**src/rtl/dmg_dma_pkg.sv**
```systemverilog
// Shared definitions for the DMG OAM DMA sequencer: state encoding, bus map constants and the
// echo-RAM source remap.
package dmg_dma_pkg;

  typedef enum logic [1:0] {
    StIdle  = 2'd0,
    StStart = 2'd1,
    StXfer  = 2'd2,
    StDrain = 2'd3
  } dma_state_e;

  localparam int unsigned OAM_LEN   = 160;
  localparam logic [7:0]  ECHO_BASE = 8'hE0;
  localparam logic [7:0]  VRAM_LO   = 8'h80;
  localparam logic [7:0]  VRAM_HI   = 8'h9F;

  // E0..FF is the echo of C0..DF
  function automatic logic [7:0] eff_src_hi(input logic [7:0] hi);
    return (hi >= ECHO_BASE) ? (hi - 8'h20) : hi;
  endfunction

endpackage

```
**src/rtl/oam_dma_ctl_if.sv**
```systemverilog
// CPU/source-bus/OAM-side signal bundle for the OAM DMA sequencer.
interface oam_dma_ctl_if;
  logic        wr_ff46;
  logic [7:0]  din;
  logic [7:0]  dout;
  logic [7:0]  src_data;
  logic        dma_rd;
  logic [15:0] dma_addr;
  logic        oam_wr;
  logic [7:0]  oam_addr;
  logic [7:0]  oam_data;
  logic        busy;
  logic        block_ext;
  logic        block_vram;

  modport master (
    output wr_ff46, din, src_data,
    input  dout, dma_rd, dma_addr, oam_wr, oam_addr, oam_data, busy, block_ext, block_vram
  );

  modport slave (
    input  wr_ff46, din, src_data,
    output dout, dma_rd, dma_addr, oam_wr, oam_addr, oam_data, busy, block_ext, block_vram
  );
endinterface

```
**src/rtl/oam_dma_counter.sv**
```systemverilog
// Source byte index for the OAM DMA: sync clear, increment enable and terminal count at N_BYTES-1.
module oam_dma_counter #(
  parameter int unsigned N_BYTES = 160
) (
  input  logic       clk,
  input  logic       nreset,
  input  logic       clr_i,
  input  logic       inc_i,
  output logic [7:0] idx_o,
  output logic       tc_o
);

  // Nine bits so a 256-byte copy reaches its terminal count without wrapping
  logic [8:0] idx_q;

  always_ff @(posedge clk or negedge nreset) begin
    if (!nreset) begin
      idx_q <= '0;
    end else if (clr_i) begin
      idx_q <= '0;
    end else if (inc_i) begin
      idx_q <= idx_q + 9'd1;
    end
  end

  assign idx_o = idx_q[7:0];
  assign tc_o  = (idx_q == 9'(N_BYTES - 1));

endmodule

```
**src/rtl/oam_dma_ctl.sv**
```systemverilog
// OAM DMA sequencer: FF46 write starts an N_BYTES copy from {FF46,00} into OAM, with a one-cycle
// read-to-write pipeline and source/VRAM bus arbitration.
module oam_dma_ctl
  import dmg_dma_pkg::*;
#(
  parameter int unsigned N_BYTES = OAM_LEN
) (
  input logic         clk,
  input logic         nreset,
  oam_dma_ctl_if.slave bus
);

  dma_state_e state_q;
  logic [7:0] src_hi_q;
  logic [7:0] dout_q;
  logic [7:0] data_q;
  logic [7:0] wr_idx_q;
  logic       wr_pend_q;
  logic       busy_q;

  logic [7:0] idx;
  logic       tc;
  logic [7:0] hi_eff;
  logic       xfer;
  logic       vram_src;

  assign xfer   = (state_q == StXfer);
  assign hi_eff = eff_src_hi(src_hi_q);

  oam_dma_counter #(
    .N_BYTES (N_BYTES)
  ) u_counter (
    .clk    (clk),
    .nreset (nreset),
    .clr_i  (bus.wr_ff46 || (state_q == StStart)),
    .inc_i  (xfer),
    .idx_o  (idx),
    .tc_o   (tc)
  );

  always_ff @(posedge clk or negedge nreset) begin
    if (!nreset) begin
      state_q   <= StIdle;
      src_hi_q  <= '0;
      dout_q    <= '0;
      data_q    <= '0;
      wr_idx_q  <= '0;
      wr_pend_q <= 1'b0;
      busy_q    <= 1'b0;
    end else begin
      // The read of the current cycle is captured even on a restart edge, so it lands in START
      wr_pend_q <= xfer;
      if (xfer) begin
        data_q   <= bus.src_data;
        wr_idx_q <= idx;
      end

      if (bus.wr_ff46) begin
        dout_q   <= bus.din;
        src_hi_q <= bus.din;
        state_q  <= StStart;
        // busy_q is already 1 in XFER/DRAIN, 0 in IDLE, and held across repeated STARTs
      end else begin
        case (state_q)
          StStart: begin
            state_q <= StXfer;
            busy_q  <= 1'b1;
          end
          StXfer: begin
            if (tc) state_q <= StDrain;
          end
          StDrain: begin
            state_q <= StIdle;
            busy_q  <= 1'b0;
          end
          default: state_q <= StIdle;
        endcase
      end
    end
  end

  assign vram_src = (hi_eff >= VRAM_LO) && (hi_eff <= VRAM_HI);

  assign bus.dout       = dout_q;
  assign bus.dma_rd     = xfer;
  assign bus.dma_addr   = {hi_eff, idx};
  assign bus.oam_wr     = wr_pend_q;
  assign bus.oam_addr   = wr_idx_q;
  assign bus.oam_data   = data_q;
  assign bus.busy       = busy_q;
  assign bus.block_vram = busy_q && vram_src;
  assign bus.block_ext  = busy_q && !vram_src;

endmodule

```
**src/flat_wrapper.sv**
```systemverilog
// flat-port wrapper written by rule: the top's interface ports become plain ports
module oam_dma_ctl_flat import dmg_dma_pkg::*;
#(
  parameter int unsigned N_BYTES = OAM_LEN
)
  (clk, nreset, bus_wr_ff46, bus_din, bus_src_data, bus_dout, bus_dma_rd, bus_dma_addr, bus_oam_wr, bus_oam_addr, bus_oam_data, bus_busy, bus_block_ext, bus_block_vram);
  oam_dma_ctl_if bus_i ();
  input logic clk;
  input logic nreset;
  input wire logic [$bits(bus_i.wr_ff46)-1:0] bus_wr_ff46;
  input wire logic [$bits(bus_i.din)-1:0] bus_din;
  input wire logic [$bits(bus_i.src_data)-1:0] bus_src_data;
  output wire logic [$bits(bus_i.dout)-1:0] bus_dout;
  output wire logic [$bits(bus_i.dma_rd)-1:0] bus_dma_rd;
  output wire logic [$bits(bus_i.dma_addr)-1:0] bus_dma_addr;
  output wire logic [$bits(bus_i.oam_wr)-1:0] bus_oam_wr;
  output wire logic [$bits(bus_i.oam_addr)-1:0] bus_oam_addr;
  output wire logic [$bits(bus_i.oam_data)-1:0] bus_oam_data;
  output wire logic [$bits(bus_i.busy)-1:0] bus_busy;
  output wire logic [$bits(bus_i.block_ext)-1:0] bus_block_ext;
  output wire logic [$bits(bus_i.block_vram)-1:0] bus_block_vram;
  assign bus_i.wr_ff46 = bus_wr_ff46;
  assign bus_i.din = bus_din;
  assign bus_i.src_data = bus_src_data;
  assign bus_dout = bus_i.dout;
  assign bus_dma_rd = bus_i.dma_rd;
  assign bus_dma_addr = bus_i.dma_addr;
  assign bus_oam_wr = bus_i.oam_wr;
  assign bus_oam_addr = bus_i.oam_addr;
  assign bus_oam_data = bus_i.oam_data;
  assign bus_busy = bus_i.busy;
  assign bus_block_ext = bus_i.block_ext;
  assign bus_block_vram = bus_i.block_vram;
  oam_dma_ctl #(.N_BYTES(N_BYTES)) u_core (.clk(clk), .nreset(nreset), .bus(bus_i));
endmodule
```
**config.mk**
```make
export PLATFORM = sky130hd
export DESIGN_NAME = oam_dma_ctl_flat
export DESIGN_NICKNAME = d
export VERILOG_FILES = /design/src/rtl/dmg_dma_pkg.sv /design/src/rtl/oam_dma_ctl_if.sv /design/src/rtl/oam_dma_counter.sv /design/src/rtl/oam_dma_ctl.sv /design/src/flat_wrapper.sv
export SDC_FILE = /design/constraint.sdc
export NUM_CORES = 1
export LEC_CHECK = 0
export BUFFER_PORTS_ARGS = -buffer_cell sky130_fd_sc_hd__buf_2
export CAP_MARGIN = 10
export CORE_ASPECT_RATIO = 0.5
export CORE_MARGIN = 5
export CORE_UTILIZATION = 44
export DETAILED_ROUTE_END_ITERATION = 12
export PLACE_DENSITY_LB_ADDON = 0.3
export RECOVER_POWER = 25
export SLEW_MARGIN = 20
export SYNTH_ARGS = -nofsm -noshare
export SYNTH_HDL_FRONTEND = slang
export SYNTH_HIERARCHICAL = 1
export SYNTH_SLANG_ARGS = --single-unit
export TNS_END_PERCENT = 100
```
**constraint.sdc**
```tcl
create_clock -name clk -period 1.5 [get_ports clk]
set_input_delay 0.225 -clock clk [delete_from_list [all_inputs] [get_ports clk]]
set_output_delay 0.225 -clock clk [all_outputs]
set_load 0.02 [all_outputs]
```
==> impl_metrics.ini <==
[timing]
clock_skew_ns = 0.006035
rsz0062_at_grt = true
setup_viol = 17
max-slew-margin-rel = 0.4858
min_period_ns = 1.750
fmax_mhz = 571.6
hold_viol_final = 0
tightest_slew_ns = 0.7713
finalCritPeriodShare = 1.166
fin_tns_setup_ns = -1.041
holdWs_ns = 0.1545
slew_viol_final = 0
worst_slack_ns = -0.2495

[clock_tree]
clk_latency_ns = 0.29
clkTransAtPathRegs_ns = 0.07
cts.sinks = 37
cts_tree = yes
htreeDepth = 2
max-clock-path-buffers = 2
cts_inserted_buffers = 5
cts-root-buf = clkbuf_8

[cells_and_area]
utilization = 0.5950
syn_to_final_growth_pct = 30.22
nets = 236
post_route_cells_drive_above_1_share = 0.5446
n_antenna_cell = 0
fin_area_sq_um = 2335
finalNonFillerCells = 267

[detailed_routing]
wl_mm = 3.684
ant_nets = 0
avgRoutedWirePerCell_microns = 13.80
via_count = 1304
drtPass1Iterations = 5
route.detailed.drc = 0
avgViaCountPerCell = 4.884
drt-initial-drc-count = 37

[place]
gp_congestion = 0.8562
port_buffers = 63
post-place-cells = 253
hpwl_mm = 2.736
dpl_cell_area_sq_um = 2136
post-place-ws_ns = -0.0002165

[yosys]
synth_top_area_cell = dfrtp_1
ys_ff_latch = 37
yosys.area.top_type_share = 0.5164
avgSynthCellArea_sq_um = 12.45
syn_area_sq_um = 1793
seq_area_frac_synth = 0.5164
ys_types = 29
synth_area_leaders = dfrtp_1, mux2_4, mux2_2, buf_4, ha_1
synthesis.nets = 168
synthCells = 144
ys_warn_count = 6

[floorplanning]
core_area_sq_um = 3924
dieWidth_microns = 100.3
dieArea_sq_um = 5529
die_h_microns = 55.14
start_util = 0.4570
rows = 16
ios = 64

[critical_path]
crit_type = flop to primary output
path_cells = inv_2 > ha_4 > nand4b_1 > a211oi_4 > buf_6
end_kind = primary output
cp_max_fo = 3
critical_path_arrival_ns = 1.52
crit_path_max_incr_delay_ns = 0.37
required_ns = 1.27
crit_slowest_cell = dfrtp_2
startpoint_type = flop

[global_route]
grt_pass1_vias = 1350
antenna_found_initial = 0
track_usage = 0.1427
overflow = 0
grt_max_degree = 17
grt_pass1_wl_mm = 6.003

[run_status]
violations = setup timing
status = finished with violations

[power_and_ir_drop]
p_total_mw = 2.925
power_density_nw_per_um2 = 1253
peakVddDrop_uv = 444.4
p_leak_nw = 1.181

[worst_hold_path]
hold_path.class = primary input to flop

[job]
cap_violations = 0
-- metal layers --
| layer | GRT usage | part of all wire | vias to the layer above |
|---|---|---|---|
| li1 | - | - | 625 |
| met1 | 0.1588 | 0.41 | 648 |
| met2 | 0.2467 | 0.52 | 26 |
| met3 | 0.04380 | 0.053 | 5 |
| met4 | 0.09396 | 0.015 | 0 |
| met5 | 0 | 0 | - |
-- sequential cells by signal, summed over array words and instances (netlist names) --
register,cells
u_core/u_counter/idx_q,9
u_core/bus.dout,8
u_core/bus.oam_addr,8
u_core/bus.oam_data,8
u_core/state_q,2
u_core/bus.busy,1
u_core/bus.oam_wr,1
-- logic make-up (layout without fill, tap and decap cells) --
family,count (synthesis),in the layout,synth area share
multiplexers,23,23,0.1661
adder cells (fa/ha/maj),5,5,0.03489
XOR/XNOR,4,4,0.01954
AO/OA/AOI/OAI,18,18,0.05792
AND/OR/NAND/NOR,32,32,0.1019
buffers and inverters,25,94,0.1033
flip-flops,37,37,0.5164
-- path summary, 6_finish.rpt --
check	depth (start not counted)	slack, ns	startpoint	end
setup / recovery	5	-0.25	u_core/bus.dout[6]	bus_block_vram
hold / removal	2	0.15	bus_din[3]	u_core/bus.dout[3]
setup reg to reg	6	-0.14	u_core/state_q[0]	u_core/u_counter/idx_q[6]
hold reg to reg	1	0.51	u_core/bus.oam_addr[3]	u_core/bus.oam_addr[3]
max in group asynchronous	3	0.23	nreset	u_core/bus.dout[6]
min in group asynchronous	2	0.52	nreset	u_core/bus.oam_addr[0]
-- critical path: cells and delay by family (launching register included) --
| family | cells | cell delay [ns] |
|---|---|---|
| flip-flops | 1 | 0.37 |
| buffers and inverters | 2 | 0.19 |
| AO/OA/AOI/OAI | 1 | 0.25 |
| AND/OR/NAND/NOR | 1 | 0.15 |
| adder cells (fa/ha/maj) | 1 | 0.27 |
-- area by class of cell --
type	instances	area, sq um
fill	328	1589
sequential	37	928.4
multi-input combinational	82	726.9
timing repair buffer	80	473.0
clock buffer	7	86.33
tap	54	67.56
clock inverter	1	30.03
inverter	6	22.52
-- report_power, final --
group,leakage (nW),internal [mW],switching [mW],total [mW]
clock,0.0585,0.542,0.337,0.879
combinational,0.651,0.384,0.450,0.834
sequential,0.472,1.14,0.0768,1.21
-- cell usage after synthesis --
| cell | count |
|---|---|
| xor2_1 | 3 |
| mux2i_1 | 2 |
| nor2_1 | 5 |
| dfrtp_1 | 37 |
| nor4_1 | 1 |
| nand4_1 | 5 |
| inv_1 | 6 |
| ha_1 | 5 |
| a31oi_1 | 2 |
| buf_12 | 1 |
| mux2_2 | 10 |
| o21ai_0 | 8 |
| nand3_1 | 2 |
| mux2_4 | 11 |
| buf_6 | 3 |
| nand4b_1 | 1 |
| nand2_1 | 5 |
| nand4_2 | 1 |
| a21oi_1 | 5 |
| or2_2 | 1 |
| xnor2_1 | 1 |
| o221a_2 | 1 |
| nand2b_1 | 5 |
| or3_1 | 4 |
| buf_4 | 14 |
| or2_1 | 1 |
| nor3b_1 | 1 |
| clkbuf_1 | 1 |
| a211oi_1 | 2 |
-- cells in the final DEF, fill, tap and decap left out, types with 4 or more instances in the layout --
master | Yosys | layout
ha_1 | 5 | 4
buf_4 | 14 | 14
nand4_1 | 5 | 5
mux2_4 | 11 | 10
o21ai_0 | 8 | 8
clkbuf_8 | 0 | 6
mux2_2 | 10 | 10
or3_1 | 4 | 4
a21oi_1 | 5 | 5
nand2b_1 | 5 | 5
dfrtp_1 | 37 | 35
buf_2 | 0 | 58
nor2_1 | 5 | 5
nand2_1 | 5 | 5
-- what timing repair did --
action,CTS,global route
endpoints found under the setup margin,4,7
hold endpoints to repair,14,0
setup buffers,5,0
gates cloned,0,0
pin swaps,4,4
hold buffers,1,0
gates resized for setup,7,5
(Power assumes the default switching activity.)
